File: src/rtl/fractcam_pkg.sv
// Shared types and width helpers for the FracTCAM write/update path.
package fractcam_pkg;

    typedef enum logic [1:0] {
        IDLE  = 2'd0,
        SWEEP = 2'd1,
        DONE  = 2'd2
    } state_t;

    localparam logic OP_DEL = 1'b0;
    localparam logic OP_WR  = 1'b1;

    function automatic int unsigned slices(input int unsigned key_width, input int unsigned slice_width);
        return key_width / slice_width;
    endfunction

    function automatic int unsigned idx_w(input int unsigned depth);
        return (depth < 2) ? 1 : $clog2(depth);
    endfunction

endpackage

File: src/rtl/fractcam_slice_enc.sv
// Match bit for one LUTRAM slice: address matches key on every cared-for bit.
module fractcam_slice_enc #(
    parameter int unsigned SLICE_WIDTH = 5
) (
    input  logic [SLICE_WIDTH-1:0] addr,
    input  logic [SLICE_WIDTH-1:0] key_s,
    input  logic [SLICE_WIDTH-1:0] mask_s,
    output logic                   match_c
);

    assign match_c = ((addr ^ key_s) & mask_s) == '0;

endmodule

File: src/rtl/fractcam_wr.sv
// FracTCAM write/update controller: turns one write/delete command into a
// full LUTRAM address sweep and maintains the entry-valid bitmap.
module fractcam_wr
    import fractcam_pkg::*;
#(
    parameter int unsigned KEY_WIDTH   = 40,
    parameter int unsigned SLICE_WIDTH = 5,
    parameter int unsigned DEPTH       = 64,
    localparam int unsigned SLICES     = slices(KEY_WIDTH, SLICE_WIDTH),
    localparam int unsigned IDX_W      = idx_w(DEPTH)
) (
    input  logic                   clk,
    input  logic                   rst_n,
    input  logic                   s_valid,
    output logic                   s_ready,
    input  logic                   s_op,
    input  logic [IDX_W-1:0]       s_idx,
    input  logic [KEY_WIDTH-1:0]   s_key,
    input  logic [KEY_WIDTH-1:0]   s_mask,
    output logic                   m_wr_en,
    output logic [SLICE_WIDTH-1:0] m_wr_addr,
    output logic [IDX_W-1:0]       m_wr_idx,
    output logic [SLICES-1:0]      m_wr_data,
    output logic [DEPTH-1:0]       entry_vld,
    output logic                   busy,
    output logic                   done,
    output logic                   err
);

    localparam logic [SLICE_WIDTH-1:0] CNT_MAX = '1;
    localparam logic [IDX_W:0]         DEPTH_W = (IDX_W+1)'(DEPTH);

    state_t                 state_q, state_d;
    logic [SLICE_WIDTH-1:0] cnt_q, cnt_d;
    logic                   op_q, op_d;
    logic [IDX_W-1:0]       idx_q, idx_d;
    logic [KEY_WIDTH-1:0]   key_q, key_d;
    logic [KEY_WIDTH-1:0]   mask_q, mask_d;

    logic                   wr_en_d;
    logic [SLICE_WIDTH-1:0] wr_addr_d;
    logic [IDX_W-1:0]       wr_idx_d;
    logic [SLICES-1:0]      wr_data_d;
    logic [DEPTH-1:0]       vld_d;
    logic                   busy_d, done_d, err_d;

    logic [SLICE_WIDTH-1:0] enc_addr;
    logic [KEY_WIDTH-1:0]   enc_key, enc_mask;
    logic [SLICES-1:0]      match;
    logic                   idx_oor;

    assign s_ready = (state_q == IDLE);
    assign idx_oor = ({1'b0, s_idx} >= DEPTH_W);

    // Encoders evaluate the address/key that the next strobe will carry,
    // so the write data can be registered alongside the address.
    always_comb begin
        enc_addr = '0;
        enc_key  = key_q;
        enc_mask = mask_q;
        if (state_q == IDLE) begin
            enc_key  = s_key;
            enc_mask = s_mask;
        end else begin
            enc_addr = cnt_q + SLICE_WIDTH'(1);
        end
    end

    for (genvar s = 0; s < SLICES; s++) begin : g_slice
        fractcam_slice_enc #(
            .SLICE_WIDTH (SLICE_WIDTH)
        ) u_enc (
            .addr    (enc_addr),
            .key_s   (enc_key[s*SLICE_WIDTH +: SLICE_WIDTH]),
            .mask_s  (enc_mask[s*SLICE_WIDTH +: SLICE_WIDTH]),
            .match_c (match[s])
        );
    end

    always_comb begin
        state_d   = state_q;
        cnt_d     = cnt_q;
        op_d      = op_q;
        idx_d     = idx_q;
        key_d     = key_q;
        mask_d    = mask_q;
        wr_en_d   = 1'b0;
        wr_addr_d = '0;
        wr_idx_d  = '0;
        wr_data_d = '0;
        vld_d     = entry_vld;
        done_d    = 1'b0;
        err_d     = 1'b0;
        unique case (state_q)
            IDLE: begin
                if (s_valid) begin
                    op_d   = s_op;
                    idx_d  = s_idx;
                    key_d  = s_key;
                    mask_d = s_mask;
                    if (idx_oor) begin
                        state_d = DONE;
                        done_d  = 1'b1;
                        err_d   = 1'b1;
                    end else begin
                        state_d   = SWEEP;
                        cnt_d     = '0;
                        wr_en_d   = 1'b1;
                        wr_idx_d  = s_idx;
                        wr_data_d = (s_op == OP_WR) ? match : '0;
                    end
                end
            end
            SWEEP: begin
                cnt_d = cnt_q + SLICE_WIDTH'(1);
                if (cnt_q == CNT_MAX) begin
                    state_d = DONE;
                    done_d  = 1'b1;
                end else begin
                    wr_en_d   = 1'b1;
                    wr_addr_d = cnt_d;
                    wr_idx_d  = idx_q;
                    wr_data_d = (op_q == OP_WR) ? match : '0;
                end
            end
            DONE: begin
                state_d = IDLE;
                // Rejected commands never touch the bitmap.
                if (!err) begin
                    for (int unsigned i = 0; i < DEPTH; i++) begin
                        if (idx_q == IDX_W'(i)) vld_d[i] = op_q;
                    end
                end
            end
            default: state_d = IDLE;
        endcase
        busy_d = (state_d != IDLE);
    end

    always_ff @(posedge clk or negedge rst_n) begin
        if (!rst_n) begin
            state_q   <= IDLE;
            cnt_q     <= '0;
            op_q      <= 1'b0;
            idx_q     <= '0;
            key_q     <= '0;
            mask_q    <= '0;
            m_wr_en   <= 1'b0;
            m_wr_addr <= '0;
            m_wr_idx  <= '0;
            m_wr_data <= '0;
            entry_vld <= '0;
            busy      <= 1'b0;
            done      <= 1'b0;
            err       <= 1'b0;
        end else begin
            state_q   <= state_d;
            cnt_q     <= cnt_d;
            op_q      <= op_d;
            idx_q     <= idx_d;
            key_q     <= key_d;
            mask_q    <= mask_d;
            m_wr_en   <= wr_en_d;
            m_wr_addr <= wr_addr_d;
            m_wr_idx  <= wr_idx_d;
            m_wr_data <= wr_data_d;
            entry_vld <= vld_d;
            busy      <= busy_d;
            done      <= done_d;
            err       <= err_d;
        end
    end

endmodule

File: config.mk
export PLATFORM = sky130hd
export DESIGN_NAME = fractcam_wr
export DESIGN_NICKNAME = d
export VERILOG_FILES = /design/src/rtl/fractcam_pkg.sv /design/src/rtl/fractcam_slice_enc.sv /design/src/rtl/fractcam_wr.sv
export SDC_FILE = /design/constraint.sdc
export NUM_CORES = 1
export LEC_CHECK = 0
export ABC_AREA = 1
export CAP_MARGIN = 0
export CORE_ASPECT_RATIO = 0.9
export CORE_MARGIN = 2
export CORE_UTILIZATION = 46
export CTS_BUF_LIST = sky130_fd_sc_hd__clkbuf_16
export DETAILED_ROUTE_END_ITERATION = 8
export PLACE_DENSITY = 0.84
export SETUP_SLACK_MARGIN = 0.3
export SLEW_MARGIN = 20
export SYNTH_ARGS = -nofsm -noshare
export SYNTH_HDL_FRONTEND = slang
export SYNTH_SLANG_ARGS = --single-unit
File: constraint.sdc
create_clock -name clk -period 3.9 [get_ports clk]
set_input_delay 0.39 -clock clk [delete_from_list [all_inputs] [get_ports clk]]
set_output_delay 0.39 -clock clk [all_outputs]
set_load 0.01 [all_outputs]
==> qor.yml <==
status: "finished, final reports clean"
wl_per_cell_um: 16.4
regToRegSetupSlack_ns: 1.32
drc: 0
arrival_ns: 2.27
antenna_found_initial: 0
power.switching_mw: 3.25
wl_um: 23400
min_path_type: "flip-flop to flip-flop"
power-per-cell-area_nw_per_um2: 702
clockPowerShare: 0.231
end_kind: "output pin"
ios: 178
cts_tree: "built"
seq_area_frac_synth: 0.545
die_area_um2: 19100
grt_pass1_vias: 7047
port_buffers: 176
grt_max_degree: 98
finalMaxSlewViolations: 0
diodes: 0
yosys-top-cells-count: "291 x nand2_1, 180 x dfrtp_1, 100 x o21ai_0, 93 x nor2_1, 86 x inv_1"
vdd_ir_drop_max_mv: 0.396
setup_tns_ns: 0
crit_family: "buffers and inverters"
crit_buf_inv: 2
hold_viol: 0
place.gp.congestion: 0.893
placed_area_um2: 10200
synthTopCellsByArea: "dfrtp_1 54%, nand2_1 13%, o21ai_0 6.1%"
gr-total-overflow: 0
hold_end: "key_q[18]"
clock_path_buffers: 2
root_buffer: "clkbuf_16"
leakage_nw: 5.15
critPathMaxFanout: 22
antenna_left: 0
critPathRequiredTime_ns: 3.51
slowest_stage: "clkdlybuf4s50_1"
post-synth-top-area-fraction: 0.545
skew_ns: 0.0153
drt_iter0_markers: 691
fp.dieH_um: 131
die_w_um: 145
combPwrFrac: 0.403
switching_share: 0.427
slew_headroom: 0.253
clk_pin_slew_ns: 0.07
startpoint_type: "flip-flop"
synth_cells: 1019
synth_warnings: 0
worst_pin_slew_ns: 1.12
cp_cell_sequence: "nor2_4 -> buf_4 -> clkdlybuf4s50_1"
drtPass1Iterations: 6
final_nets: 1267
p_int_mw: 4.36
cts_buffers: 17
maxCapViolations: 0
syn_avg_cell_area_um2: 8.11
synthFlopType: "dfrtp_1"
worst_r2r_startpoint: "cnt_q[0]"
yosysTopAreaCell: "dfrtp_1"
r2r-end: "m_wr_data[1]"
min_period_ns: 2.66
clkSinkCount: 180
yosysMostFrequentCell: "nand2_1"
clk-insertion-delay-late_ns: 0.44
ys_ff_latch: 180
cts_resized: 0
cts_hold_buffers: 1
synth-async-reset-ratio: 1.00
synth_area_um2: 8270
post-dp-hpwl_um: 16100
synth_edf_count: 0
rows: 46
vias: 7639
area_delta_synth_final_pct: 31.3
fin_crit_sh: 0.681
path_class: "flip-flop to output pin"
hold_path_depth: 2
design_area_um2: 10900
core_area_um2: 17600
viasPerCell: 5.35
synth_cell_types: 28
post-cts-setup-buffers: 0
grt_pass1_wl_um: 37300
reg2reg_depth: 11
layout-drive-gt1-share: 0.0539
hold_start: "key_q[18]"
p_seq_frac: 0.366
initial_core_util: 0.469
fmax_mhz: 377
setup_violations: 0
synth_fp_nets: 1111
cpPeakStageDelay_ns: 0.58
grt_use_total: 0.245
rsz0062_at_grt: "false"
htreeDepth: 4
layout by cell type, fill, tap and decap left out, types with 2 or more instances in the layout:
| cell | n |
|---|---|
| ha_1 | 2 |
| inv_8 | 5 |
| clkinv_8 | 6 |
| xor2_1 | 6 |
| inv_2 | 6 |
| o211ai_1 | 4 |
| nand2_2 | 4 |
| a31oi_1 | 56 |
| buf_8 | 2 |
| clkdlybuf4s50_1 | 175 |
| o21ai_0 | 100 |
| inv_1 | 85 |
| or2_2 | 3 |
| nand3_1 | 55 |
| o21a_1 | 2 |
| nor3_4 | 4 |
| clkbuf_16 | 17 |
| nand2_1 | 289 |
| nor2_1 | 93 |
| a21oi_1 | 70 |
| buf_4 | 9 |
| dfrtp_1 | 180 |
| inv_6 | 2 |
power by group through the flow:
stage / sequential (mW) / combinational (mW) / clock [mW]
6_report: 2.79 / 3.07 / 1.76
5_1_grt: 2.84 / 3.44 / 1.87
4_1_cts: 2.78 / 3.04 / 1.77
3_5_place_dp: 2.80 / 3.00 / 0
3_3_place_gp: 2.78 / 2.92 / 0
2_1_floorplan: 2.73 / 2.06 / 0
per-layer routing:
layer | vias to the layer above | share of wire | global-route usage | routed length, µm
met2 | 363 | 0.48 | 0.388 | 11100
met1 | 3605 | 0.42 | 0.341 | 9850
li1 | 3632 | - | - | -
met5 | - | 0 | 0 | 0
met4 | 0 | 0.020 | 0.0697 | 478
met3 | 39 | 0.083 | 0.0580 | 1930
stage by stage:
stage	power [mW]	util	std cells	hold slack [ns]	setup slack (ns)
3_5_place_dp	5.80	0.579	1393	0.451	1.56
6_report	7.62	0.616	1428	0.485	1.24
3_3_place_gp	5.70	0.579	1393	0.452	1.69
4_1_cts	7.59	0.615	1426	0.484	1.25
5_1_grt	8.16	0.616	1428	0.510	1.13
2_1_floorplan	4.78	-	1019	0.0944	2.14
area by class of cell:
cell class | count | area [µm²]
fillers | 1464 | 6760
flip-flops and latches | 180 | 4500
multi-input cells | 695 | 3190
repair buffers | 189 | 1890
clock buffers | 17 | 425
inverters | 92 | 345
well taps | 240 | 300
clock inverters | 15 | 196
state kept, by name, indices dropped and copies added (netlist names):
signal and cells:
busy 1, cnt_q 5, done 1, entry_vld 64, idx_q 6, key_q 40
m_wr_addr 5, m_wr_data 8, m_wr_en 1, m_wr_idx 6, mask_q 40, op_q 1
state_q 2
how the worst max path moves through the flow:
| stage | from | endpoint | slack (ns) | cells past startpoint |
|---|---|---|---|---|
| after detailed placement | cnt_q[0] | m_wr_data[7] | 1.56 | 10 |
| final | state_q[0] | s_ready | 1.24 | 3 |
| after floorplan | cnt_q[1] | m_wr_data[1] | 2.14 | 12 |
| after global placement | cnt_q[0] | m_wr_data[7] | 1.69 | 10 |
| after global routing | cnt_q[0] | m_wr_data[1] | 1.13 | 11 |
| after CTS | state_q[0] | s_ready | 1.25 | 3 |
worst reg2reg max path, cell delays in order (launching register included):
cell,delay [ns]
dfrtp_1,0.59
ha_1,0.35
nand2_1,0.12
nor2_1,0.05
ha_1,0.50
inv_1,0.20
nand2_1,0.10
nand3_1,0.09
a21oi_1,0.26
nor2_1,0.11
nand2_1,0.07
nor2_1,0.04
kinds of logic (layout without fill, tap and decap cells):
family          after synthesis  in the layout  share of synthesized area
compound gates              234            234                      0.153
xor+xnor                      7              7                    0.00742
fa+ha+maj                     2              2                    0.00303
buf+inv                     144            313                     0.0708
flops                       180            180                      0.545
other cells                   1              1                   0.000454
simple gates                451            451                      0.221
(Power assumes the default switching activity.)
